## src/rtl/phy_tx_arbiter_pkg.sv

```systemverilog
// Shared definitions for the PHY transmit arbiter: state encoding and word format.
package phy_tx_arbiter_pkg;

    typedef enum logic [1:0] {
        StIdle  = 2'd0,
        StSend  = 2'd1,
        StGap   = 2'd2,
        StDrain = 2'd3
    } tx_state_e;

    localparam logic [8:0]  TermWord      = 9'h000;
    localparam int unsigned DataBit       = 8;
    localparam int unsigned DefaultMaxLen = 1518;

endpackage

```

## src/rtl/phy_tx_arbiter.sv

```systemverilog
// Frame-granular round-robin arbiter sharing the PHY transmit FIFO between two sources,
// with length enforcement, inter-frame gap insertion and status counters.
module phy_tx_arbiter
    import phy_tx_arbiter_pkg::*;
#(
    parameter int unsigned MAX_LEN   = DefaultMaxLen,
    parameter int unsigned GAP_WORDS = 2
) (
    input  logic        pcie_clk,
    input  logic        sys_rst,
    input  logic [8:0]  req0_dout,
    input  logic        req0_empty,
    input  logic        req0_frame_avail,
    output logic        req0_rd_en,
    input  logic [8:0]  req1_dout,
    input  logic        req1_empty,
    input  logic        req1_frame_avail,
    output logic        req1_rd_en,
    output logic [8:0]  phy_din,
    input  logic        phy_full,
    output logic        phy_wr_en,
    output logic [1:0]  grant,
    output logic [15:0] frame_cnt,
    output logic [7:0]  trunc_cnt
);

    localparam logic [11:0] MaxLen  = 12'(MAX_LEN);
    localparam logic [3:0]  GapLast = 4'(GAP_WORDS - 1);

    // last: 1 means req1 was granted most recently, so req0 wins a tie.
    function automatic logic [1:0] rr_pick(input logic [1:0] avail, input logic last);
        unique case (avail)
            2'b01:   return 2'b01;
            2'b10:   return 2'b10;
            2'b11:   return last ? 2'b01 : 2'b10;
            default: return 2'b00;
        endcase
    endfunction

    tx_state_e   state_q, state_d;
    logic [1:0]  grant_q, grant_d;
    logic        last_grant_q, last_grant_d;
    logic [11:0] len_q, len_d;
    logic [3:0]  gap_cnt_q, gap_cnt_d;
    logic [8:0]  phy_din_q, phy_din_d;
    logic        phy_wr_en_q, phy_wr_en_d;
    logic [15:0] frame_cnt_q, frame_cnt_d;
    logic [7:0]  trunc_cnt_q, trunc_cnt_d;
    logic [1:0]  pick;
    logic        pop;
    logic [8:0]  src_word;
    logic        src_empty;

    assign src_word  = grant_q[1] ? req1_dout  : req0_dout;
    assign src_empty = grant_q[1] ? req1_empty : req0_empty;

    always_comb begin
        state_d      = state_q;
        grant_d      = grant_q;
        last_grant_d = last_grant_q;
        len_d        = len_q;
        gap_cnt_d    = gap_cnt_q;
        phy_din_d    = TermWord;
        phy_wr_en_d  = 1'b0;
        frame_cnt_d  = frame_cnt_q;
        trunc_cnt_d  = trunc_cnt_q;
        pick         = 2'b00;
        pop          = 1'b0;

        unique case (state_q)
            StIdle: begin
                pick = rr_pick({req1_frame_avail, req0_frame_avail}, last_grant_q);
                if (pick != 2'b00) begin
                    grant_d      = pick;
                    last_grant_d = pick[1];
                    state_d      = StSend;
                end
            end
            StSend: begin
                if (!src_empty && !phy_full) begin
                    phy_wr_en_d = 1'b1;
                    if (src_word[DataBit] && len_q == MaxLen) begin
                        // Over-long frame: close it here and discard the rest in DRAIN.
                        frame_cnt_d = frame_cnt_q + 16'd1;
                        trunc_cnt_d = (trunc_cnt_q == 8'hFF) ? trunc_cnt_q : trunc_cnt_q + 8'd1;
                        state_d     = StDrain;
                    end else if (src_word[DataBit]) begin
                        pop       = 1'b1;
                        phy_din_d = src_word;
                        len_d     = len_q + 12'd1;
                    end else begin
                        pop         = 1'b1;
                        frame_cnt_d = frame_cnt_q + 16'd1;
                        len_d       = '0;
                        if (GAP_WORDS > 0) begin
                            state_d = StGap;
                        end else begin
                            state_d = StIdle;
                            grant_d = 2'b00;
                        end
                    end
                end
            end
            StDrain: begin
                if (!src_empty) begin
                    pop = 1'b1;
                    if (!src_word[DataBit]) begin
                        len_d = '0;
                        if (GAP_WORDS > 0) begin
                            state_d = StGap;
                        end else begin
                            state_d = StIdle;
                            grant_d = 2'b00;
                        end
                    end
                end
            end
            StGap: begin
                if (!phy_full) begin
                    phy_wr_en_d = 1'b1;
                    if (gap_cnt_q == GapLast) begin
                        gap_cnt_d = '0;
                        state_d   = StIdle;
                        grant_d   = 2'b00;
                        len_d     = '0;
                    end else begin
                        gap_cnt_d = gap_cnt_q + 4'd1;
                    end
                end
            end
            default: state_d = StIdle;
        endcase
    end

    always_ff @(posedge pcie_clk) begin
        if (sys_rst) begin
            state_q      <= StIdle;
            grant_q      <= 2'b00;
            last_grant_q <= 1'b1;
            len_q        <= '0;
            gap_cnt_q    <= '0;
            phy_din_q    <= TermWord;
            phy_wr_en_q  <= 1'b0;
            frame_cnt_q  <= '0;
            trunc_cnt_q  <= '0;
        end else begin
            state_q      <= state_d;
            grant_q      <= grant_d;
            last_grant_q <= last_grant_d;
            len_q        <= len_d;
            gap_cnt_q    <= gap_cnt_d;
            phy_din_q    <= phy_din_d;
            phy_wr_en_q  <= phy_wr_en_d;
            frame_cnt_q  <= frame_cnt_d;
            trunc_cnt_q  <= trunc_cnt_d;
        end
    end

    assign req0_rd_en = pop & grant_q[0];
    assign req1_rd_en = pop & grant_q[1];
    assign phy_din    = phy_din_q;
    assign phy_wr_en  = phy_wr_en_q;
    assign grant      = grant_q;
    assign frame_cnt  = frame_cnt_q;
    assign trunc_cnt  = trunc_cnt_q;

endmodule

```

## config.mk

```make
export PLATFORM = sky130hd
export DESIGN_NAME = phy_tx_arbiter
export DESIGN_NICKNAME = d
export VERILOG_FILES = /design/src/rtl/phy_tx_arbiter_pkg.sv /design/src/rtl/phy_tx_arbiter.sv
export SDC_FILE = /design/constraint.sdc
export NUM_CORES = 1
export LEC_CHECK = 0
export ABC_AREA = 0
export ABC_CLOCK_PERIOD_IN_PS = 5150
export BUFFER_PORTS_ARGS = -buffer_cell sky130_fd_sc_hd__buf_4
export CORE_MARGIN = 5
export CORE_UTILIZATION = 58
export CTS_CLUSTER_DIAMETER = 50
export CTS_CLUSTER_SIZE = 25
export DETAILED_ROUTE_END_ITERATION = 12
export MAX_ROUTING_LAYER = met4
export PLACE_DENSITY = 0.85
export SLEW_MARGIN = 25
export SYNTH_ARGS = -nofsm -noshare
export SYNTH_HDL_FRONTEND = slang
export SYNTH_SLANG_ARGS = --single-unit
```

## constraint.sdc

```tcl
create_clock -name pcie_clk -period 5.15 [get_ports pcie_clk]
set_input_delay 0.2575 -clock pcie_clk [delete_from_list [all_inputs] [get_ports pcie_clk]]
set_output_delay 0.2575 -clock pcie_clk [all_outputs]
set_load 0.005 [all_outputs]
```

=== After elaboration in Yosys (flattened, before gate mapping) ===
Index checks and enable logic that the tools add are counted.

* $add $sub $neg: 4
* Equal/unequal tests: 17
* Multiplexer cells: 34
* Bitwise logic cells: 8
* Reduce and logical (&&, ||, !) cells: 17

{| class="wikitable"
|+ Operators by type and width
! kind !! number
|-
| 2-to-1 mux 12 bit || 7
|-
| one-hot mux 12 bit (3 select lines) || 1
|-
| 2-to-1 mux 16 bit || 2
|-
| 2-to-1 mux 2 bit || 10
|-
| 2-to-1 mux 9 bit || 2
|-
| adder 16 x 1 -> 16 bit, second input constant || 1
|-
| inequality test 2 bit, second input constant || 7
|-
| adder 12 x 1 -> 12 bit, second input constant || 1
|-
| == test 12 x 11 -> 1 bit, second input constant || 1
|-
| adder 8 x 1 -> 8 bit, second input constant || 1
|-
| == test 2 bit, second input constant || 4
|-
| == test 8 bit, second input constant || 1
|-
| one-hot mux 2 bit (4 select lines) || 1
|-
| AND reduction 4 bit || 2
|-
| AND reduction 7 bit || 1
|-
| 2-to-1 mux 1 bit || 6
|-
| inverter 1 bit || 6
|-
| one-hot mux 2 bit (3 select lines) || 1
|-
| AND reduction 5 bit || 1
|-
| OR reduction 5 bit || 1
|-
| adder 4 x 1 -> 4 bit, second input constant || 1
|-
| == test 2 x 1 -> 1 bit, second input constant || 2
|-
| == test 4 x 1 -> 1 bit, second input constant || 1
|-
| 2-to-1 mux 4 bit || 1
|-
| 13 further kinds || 18
|}

* Flip-flop bits (word level): 55
* Bits of input ports: 25
* Output and inout port bits: 38
* Word-level logic and storage cells: 90

=== Depth between registers and ports, before layout ===
Gate-level depths: netlist (run 1).

* Word-level depth: 6
* Mapped depth: 8
* Gate-level depth less buffers: 7

=== Worst setup path before layout (run 1) ===
OpenSTA, ideal clock, no wires.

* Kind: flip-flop to flip-flop
* From: register state_q[1]
* To: register frame_cnt_q[11] (netlist: frame_cnt[11])
* Setup time: 0.070 ns
* Arrival time: 2.005 ns
* Data required time: 5.080 ns
* Setup slack: 3.075 ns
* Stages on the path, launching flop included: 9
* Buffers on the path: 1
* Period minus slack after synthesis: 2.075 ns
* Path through: dfxtp_1 > inv_1 > ha_1 > nor2b_1 > nand2_1 > or3_1 > buf_2 > or4_1 > a21oi_1

* Word-level cells in the longest chain between the ends: 2

{| class="wikitable"
|+ Ends and longest elaborated chain
! item !! line !! source
|-
| from (decl) || phy_tx_arbiter.sv:40 || <nowiki>tx_state_e state_q, state_d;</nowiki>
|-
| from (signal assigned) || phy_tx_arbiter.sv:137 || <nowiki>state_q <= StIdle;</nowiki>
|-
| from (signal assigned) || phy_tx_arbiter.sv:147 || <nowiki>state_q <= state_d;</nowiki>
|-
| == test 2 x 1 -> 1 bit || phy_tx_arbiter.sv:70 || <nowiki>unique case (state_q)</nowiki>
|-
| AND reduction 3 bit (no line) || - ||
|-
| to (signal assigned) || phy_tx_arbiter.sv:154 || <nowiki>frame_cnt_q <= frame_cnt_d;</nowiki>
|-
| to (decl) || phy_tx_arbiter.sv:47 || <nowiki>logic [15:0] frame_cnt_q, frame_cnt_d;</nowiki>
|}

No other way between the ends.
A chain may end at the register's enable or synchronous reset.

=== Worst setup path in the final report (run 1) ===
* From: register grant_q[1] (netlist: grant[1])
* To: register len_q[10]

* Word-level cells in the longest chain between the ends: 5
* Elaborated cells on any way between the ends: 14
* Those cells by class: eq/ne: 4; mux: 6; reduce/logical: 4

{| class="wikitable"
|+ Ends and longest elaborated chain
! item !! line !! source
|-
| from (decl) || phy_tx_arbiter.sv:41 || <nowiki>logic [1:0] grant_q, grant_d;</nowiki>
|-
| from (signal assigned) || phy_tx_arbiter.sv:148 || <nowiki>grant_q <= grant_d;</nowiki>
|-
| 2-to-1 mux 9 bit / 2-to-1 mux 1 bit (equally long branches) || phy_tx_arbiter.sv:54, phy_tx_arbiter.sv:55 ||
|-
| 2-to-1 mux 12 bit / logical NOT 1 bit (equally long branches) || - ||
|-
| 2-to-1 mux 12 bit / logical AND 1 bit (equally long branches) || phy_tx_arbiter.sv:82, phy_tx_arbiter.sv:80 ||
|-
| 2-to-1 mux 12 bit / inequality test 2 bit (equally long branches) || - ||
|-
| one-hot mux 12 bit (3 select lines) / AND reduction 7 bit (equally long branches) || - ||
|-
| to (signal assigned) || phy_tx_arbiter.sv:150 || <nowiki>len_q <= len_d;</nowiki>
|-
| to (decl) || phy_tx_arbiter.sv:43 || <nowiki>logic [11:0] len_q, len_d;</nowiki>
|}

Parallel ways exist; a longest one is shown, timed or not. The select of a mux whose other input is x is not followed.

==> reports/qor.yml, run 1 <==
outcome:
  outcome: "complete, no violations"
critical_path:
  crit_fanout: 14
  cpMaxStageDelayCell: "dfxtp_1"
  arrival_ns: 3.07
  critical_path_class: "reg2reg"
  crit_required_ns: 5.39
  critPathTopFamily: "simple AND/OR/NAND/NOR gates"
  crit_chain: "mux2i_1 -> nor3_1 -> and4_1 -> or3b_2 -> a21oi_1"
  end_kind: "flop"
  critPathLaunchType: "flop"
  slowest_delay_ns: 0.82
  path_buf_inv: 0
cells_and_area:
  diodes: 0
  drive_above_1_share: 0.212
  syn2layout_area_growth_pct: 20.2
  fin_util: 0.707
  fin_nets: 411
sta:
  finalSetupTns_ns: 0
  hold_violations: 0
  post-route-period-util: 0.550
  fmax_mhz: 353
  relSlewSlack: 0.408
  worst_pin_slew_ns: 0.884
  finClkSkew_ns: 0.00735
  grt_setup_unrepaired: "false"
  drv_slew: 0
  fin_crit_ns: 2.83
  finalSetupViolCount: 0
route:
  ant_nets: 0
  post_drt_wl_per_cell_um: 14.1
  drc: 0
  drt_iter0_drc: 172
  post_drt_via_cell_ratio: 5.73
  vias: 2475
  wl_um: 6090
  firstDrtPassIters: 4
logic_synthesis:
  synthArstFlopShare: 0
  ys_types: 49
  synth_area_per_cell_um2: 8.51
  netlist_area_mm2: 0.00274
  synth_area_leaders: "dfxtp_1, nor2_1, xnor2_1"
  synth_commonest_cells: "dfxtp_1, nor2_1, nand2_1"
  yosys.area.top_type: "dfxtp_1"
  synth-edff-count: 0
  synth_ff_type: "dfxtp_1"
  synth_top_area_frac: 0.402
  synth_seq_area_share: 0.402
  syn_nets: 356
  synth_seq_cells: 55
  syn-instance-count: 322
  ys_warn_count: 0
  synth_most_common_cell: "dfxtp_1"
clock_network:
  clock_path_buffers: 2
  cts_buffers: 5
  htree_num_levels: 2
  cts_tree: "built"
  cts-root-buf: "clkbuf_8"
  cts_setup_buffers: 0
  cts_hold_buffers: 0
  path_clk_slew_ns: 0.09
  cts_resized: 0
  cts.sinks: 55
  clock_latency_ns: 0.31
flow_run:
  max_cap_viol_count: 0
global_route:
  grt_antenna_before_repair: 0
  grt_pass1_wl_um: 10300
  grt-ovfl-total: 0
  grt_max_degree: 49
  grtUsageTotal: 0.211
  grt_pass1_vias: 2309
floorplanning:
  dieArea_mm2: 0.00620
  die_w_um: 78.7
  initial_core_util: 0.588
  rows: 25
  core_area_mm2: 0.00466
  io_pins: 63
  die_y_um: 78.7
pwr:
  peakVddDrop_v: 0.000233
  powerDensity_mw_per_mm2: 306
  p_leak_nw: 1.23
place:
  place_hpwl_um: 4500
  routabilityCongestion: 0.897
  port_buffers: 62
worst_hold_path:
  hold_path_class: "in2reg"
[sequential cells by signal, indices dropped and copies added (netlist names)]
name          flops
phy_din           9
gap_cnt_q         4
grant             2
last_grant_q      1
frame_cnt        16
len_q            12
phy_wr_en         1
trunc_cnt         8
state_q           2
[where the power goes]
group          switching, mW  total, mW  internal (mW)
clock                  0.137      0.232         0.0953
sequential            0.0299      0.476          0.446
combinational          0.175      0.300          0.125
total                  0.342       1.01          0.667
[placed cells by master, fill, tap and decap left out, types with 2 or more instances in the layout]
| master | count |
|---|---|
| nor4_1 | 9 |
| xor2_1 | 4 |
| or2_2 | 4 |
| clkbuf_8 | 5 |
| o21ai_0 | 11 |
| inv_1 | 10 |
| buf_4 | 62 |
| mux2i_1 | 10 |
| a32oi_1 | 2 |
| dfxtp_1 | 55 |
| nand3b_1 | 2 |
| or3_1 | 6 |
| nor3b_1 | 2 |
| nor2b_1 | 2 |
| a21oi_1 | 19 |
| nand2b_1 | 2 |
| and4_1 | 4 |
| o211ai_1 | 3 |
| nand2_1 | 23 |
| a31oi_1 | 4 |
| a311oi_1 | 5 |
| xnor2_1 | 16 |
| nor3_1 | 11 |
| ha_1 | 9 |
| or4_1 | 3 |
| nor2_1 | 43 |
| nand3_1 | 15 |
| o31ai_1 | 3 |
| nand4_1 | 9 |
| and2_1 | 5 |
[cell type report]
class,instances,area (um^2)
tap,54,67.6
multi-input combinational,243,1540
clock inverter,2,12.5
clock buffer,6,72.6
fill,375,1370
inverter,10,37.5
sequential,55,1100
timing repair buffer,62,465
[stage by stage]
stage	hold WS (ns)	cells	setup slack [ns]	cell area (um^2)	power (mW)
floorplan	0.401	322	3.07	2740	0.704
global placement	0.462	424	2.46	3210	0.776
detailed placement	0.473	424	2.34	3210	0.783
CTS	0.172	432	2.32	3290	1.01
global route	0.170	432	1.99	3290	1.07
finish	0.177	432	2.32	3290	1.01
[kinds of logic after synthesis]
kind of cell	synth area share
adders and majority gates	0.0411
muxes	0.0489
AOI/OAI and AO/OA	0.132
buffers and inverters	0.0370
xor gates and xnor gates	0.0639
and+or+nand+nor	0.275
DFF	0.402
[tightest hold or removal path: stages]
cell     delay (ns)
buf_4          0.08
mux2i_1        0.05
nor2_1         0.07
[layer usage]
metal,GRT usage,up-vias,part of all wire
met5,-,-,0
met4,0.0647,0,0.013
met3,0.0465,8,0.040
met2,0.361,48,0.51
met1,0.247,1151,0.44
li1,-,1268,-
[path summary, 6_finish.rpt]
check	from	to	slack (ns)	cells past startpoint
min reg2reg	frame_cnt[15]$_SDFFE_PP0P_	frame_cnt[15]$_SDFFE_PP0P_	0.48	2
min	req0_dout[2]	phy_din[2]$_SDFF_PP0_	0.18	3
max	grant[1]$_SDFFE_PP0P_	len_q[10]$_SDFFE_PP0P_	2.32	5
max reg2reg	grant[1]$_SDFFE_PP0P_	len_q[10]$_SDFFE_PP0P_	2.32	5
Note: power is estimated with default switching activity, not from simulation.
==> run 2: changes to the inputs <==
--- a/config.mk
+++ b/config.mk
@@ -6,15 +6,15 @@
 export NUM_CORES = 1
 export LEC_CHECK = 0
 export ABC_AREA = 0
-export ABC_CLOCK_PERIOD_IN_PS = 5150
+export ABC_CLOCK_PERIOD_IN_PS = 2500
 export BUFFER_PORTS_ARGS = -buffer_cell sky130_fd_sc_hd__buf_4
 export CORE_MARGIN = 5
-export CORE_UTILIZATION = 58
+export CORE_UTILIZATION = 48
 export CTS_CLUSTER_DIAMETER = 50
 export CTS_CLUSTER_SIZE = 25
 export DETAILED_ROUTE_END_ITERATION = 12
 export MAX_ROUTING_LAYER = met4
-export PLACE_DENSITY = 0.85
+export PLACE_DENSITY = 0.75
 export SLEW_MARGIN = 25
 export SYNTH_ARGS = -nofsm -noshare
 export SYNTH_HDL_FRONTEND = slang
==> constraint.sdc (replaced) <==
create_clock -name pcie_clk -period 2.5 [get_ports pcie_clk]
set_input_delay 0.125 -clock pcie_clk [delete_from_list [all_inputs] [get_ports pcie_clk]]
set_output_delay 0.125 -clock pcie_clk [all_outputs]
set_load 0.005 [all_outputs]
==> run 2 against run 1 <==
  * Combinational power up 120%
  * Via count increased by 1.7%
  * Clock skew shrank 0.0016 ns
  * Final cell count is 5.6% higher
  * Largest power group unchanged
  * Critical path depth grew 2
  * Count of clock-buffer cells in the layout did not move
  * Total power rose by 120%
  * Largest cell class unchanged
==> reports/qor.yml, run 2 (synthesized netlist as in run 1, its figures left out) <==
sta:
  post-route-period-util: 0.913  # +0.362
  finClkSkew_ns: 0.00574  # -0.00160 ns
  grt_setup_unrepaired: "false"
  hold_violations: 0  # unchanged
  hold_slack_ns: 0.0334  # -0.144 ns
  worst_pin_slew_ns: 0.489  # -0.395 ns
  drv_slew: 0  # unchanged
  finalSetupTns_ns: 0  # unchanged
  finalSetupViolCount: 0  # unchanged
  final.setup.worst_slack_ns: 0.218  # -2.10 ns
  fmax_mhz: 438  # +24%
  relSlewSlack: 0.673  # +0.265
  fin_crit_ns: 2.28  # -0.553 ns
clock_network:
  cts_resized: 0  # unchanged
  cts_hold_buffers: 0  # unchanged
  path_clk_slew_ns: 0.09  # about the same
  cts.sinks: 55  # unchanged
  cts_setup_buffers: 0  # unchanged
  clock_latency_ns: 0.32  # about the same
  cts_tree: "built"
  cts_buffers: 5  # unchanged
  clock_path_buffers: 2  # unchanged
  cts-root-buf: "clkbuf_8"
  htree_num_levels: 2  # unchanged
cells_and_area:
  diodes: 0  # unchanged
  fin_util: 0.611  # -0.0955
  multi_input_area_mm2: 0.00154  # unchanged
  largest_reg_flops: 16  # unchanged
  drive_above_1_share: 0.224  # +0.0123
  final_common_cell: "buf_4"
  syn2layout_area_growth_pct: 23.6
  fin_nets: 418  # +1.7%
  final_cell_mix: "buf_4, dfxtp_1, nor2_1"
  fillers: 508  # +35%
  regArea_mm2: 0.00110  # unchanged
floorplanning:
  initial_core_util: 0.495  # -0.0933
  die_w_um: 85.6  # +8.7%
  core_area_mm2: 0.00554  # +19%
  io_pins: 63  # unchanged
  dieArea_mm2: 0.00732  # +18%
  die_y_um: 85.6  # +8.7%
  rows: 27  # +8.0%
route:
  ant_nets: 0  # unchanged
  drc: 0  # unchanged
  vias: 2518  # +1.7%
  post_drt_wl_per_cell_um: 14.0  # -0.77%
  drt_iter0_drc: 136  # -21%
  post_drt_via_cell_ratio: 5.52  # -3.6%
  wl_um: 6380  # +4.7%
  firstDrtPassIters: 4  # unchanged
global_route:
  grt-ovfl-total: 0  # unchanged
  grtUsageTotal: 0.181  # -0.0297
  grt_pass1_wl_um: 10600  # +2.9%
  grt_antenna_before_repair: 0  # unchanged
  grt_max_degree: 49  # unchanged
  grt_pass1_vias: 2254  # -2.4%
worst_hold_path:
  hold_path_class: "in2reg"
  min_from: "req0_dout[7]"
critical_path:
  critical_path_class: "reg2reg"
  end_kind: "flop"
  arrival_ns: 2.53  # -0.54 ns
  crit_start: "state_q[1]$_SDFFE_PP0P_"
  crit_fanout: 10  # -4
  rr_startpoint: "state_q[1]$_SDFFE_PP0P_"
  critPathLaunchType: "flop"
  crit_required_ns: 2.75  # -2.64 ns
pwr:
  powerDensity_mw_per_mm2: 654  # +110%
  peakVddDrop_v: 0.000342  # +47%
  p_leak_nw: 1.27  # +3.5%
flow_run:
  max_cap_viol_count: 0  # unchanged
place:
  pre_cts_ws_ns: 0.235  # -2.11 ns
  place_hpwl_um: 4750  # +5.7%
  port_buffers: 62  # unchanged
  routabilityCongestion: 0.869  # -3.2%
outcome:
  outcome: "complete, no violations"
==> run 2: cell type report <==
cell class / count / share of cell area
timing repair buffer: 69 / 0.153
inverter: 10 / 0.0111
sequential: 55 / 0.325
multi-input combinational: 243 / 0.454
tap: 72 / 0.0266
clock inverter: 1 / 0.00887
clock buffer: 6 / 0.0214
==> run 2: final timing paths <==
| check | endpoint | slack, ns | cells after the start |
|---|---|---|---|
| worst max-delay path | frame_cnt[15]$_SDFFE_PP0P_ | 0.22 | 7 |
| worst max register to register | frame_cnt[15]$_SDFFE_PP0P_ | 0.22 | 7 |
| worst min-delay path | phy_din[7]$_SDFF_PP0_ | 0.03 | 3 |
| worst min register to register | frame_cnt[15]$_SDFFE_PP0P_ | 0.48 | 2 |
==> run 2: per-layer routing <==
| metal | wire length [um] | global-route usage |
|---|---|---|
| met5 | 0 | - |
| met4 | 66 | 0.0475 |
| met3 | 390 | 0.0461 |
| met2 | 3040 | 0.287 |
| met1 | 2880 | 0.229 |
==> run 2: stage by stage <==
step	total power, mW	cell area (um^2)	std cells
after global placement	1.64	3280	449
final	2.21	3390	456
after detailed placement	1.65	3280	449
after CTS	2.23	3390	456
after global routing	2.36	3390	456
after floorplan	1.45	2740	322
==> run 2: where the power goes <==
part	total, mW	internal, mW	switching (mW)
Clock	0.578	0.294	0.284
Combinational	0.672	0.285	0.388
Sequential	0.964	0.920	0.0448
==> run 2: critical path, cell delays in order, from the launching register on <==
cell     delay [ns]
dfxtp_1        0.34
inv_1          0.13
ha_1           0.27
nor2b_1        0.22
nand2_1        0.09
or3_1          0.51
or4_1          0.51
a21oi_1        0.14
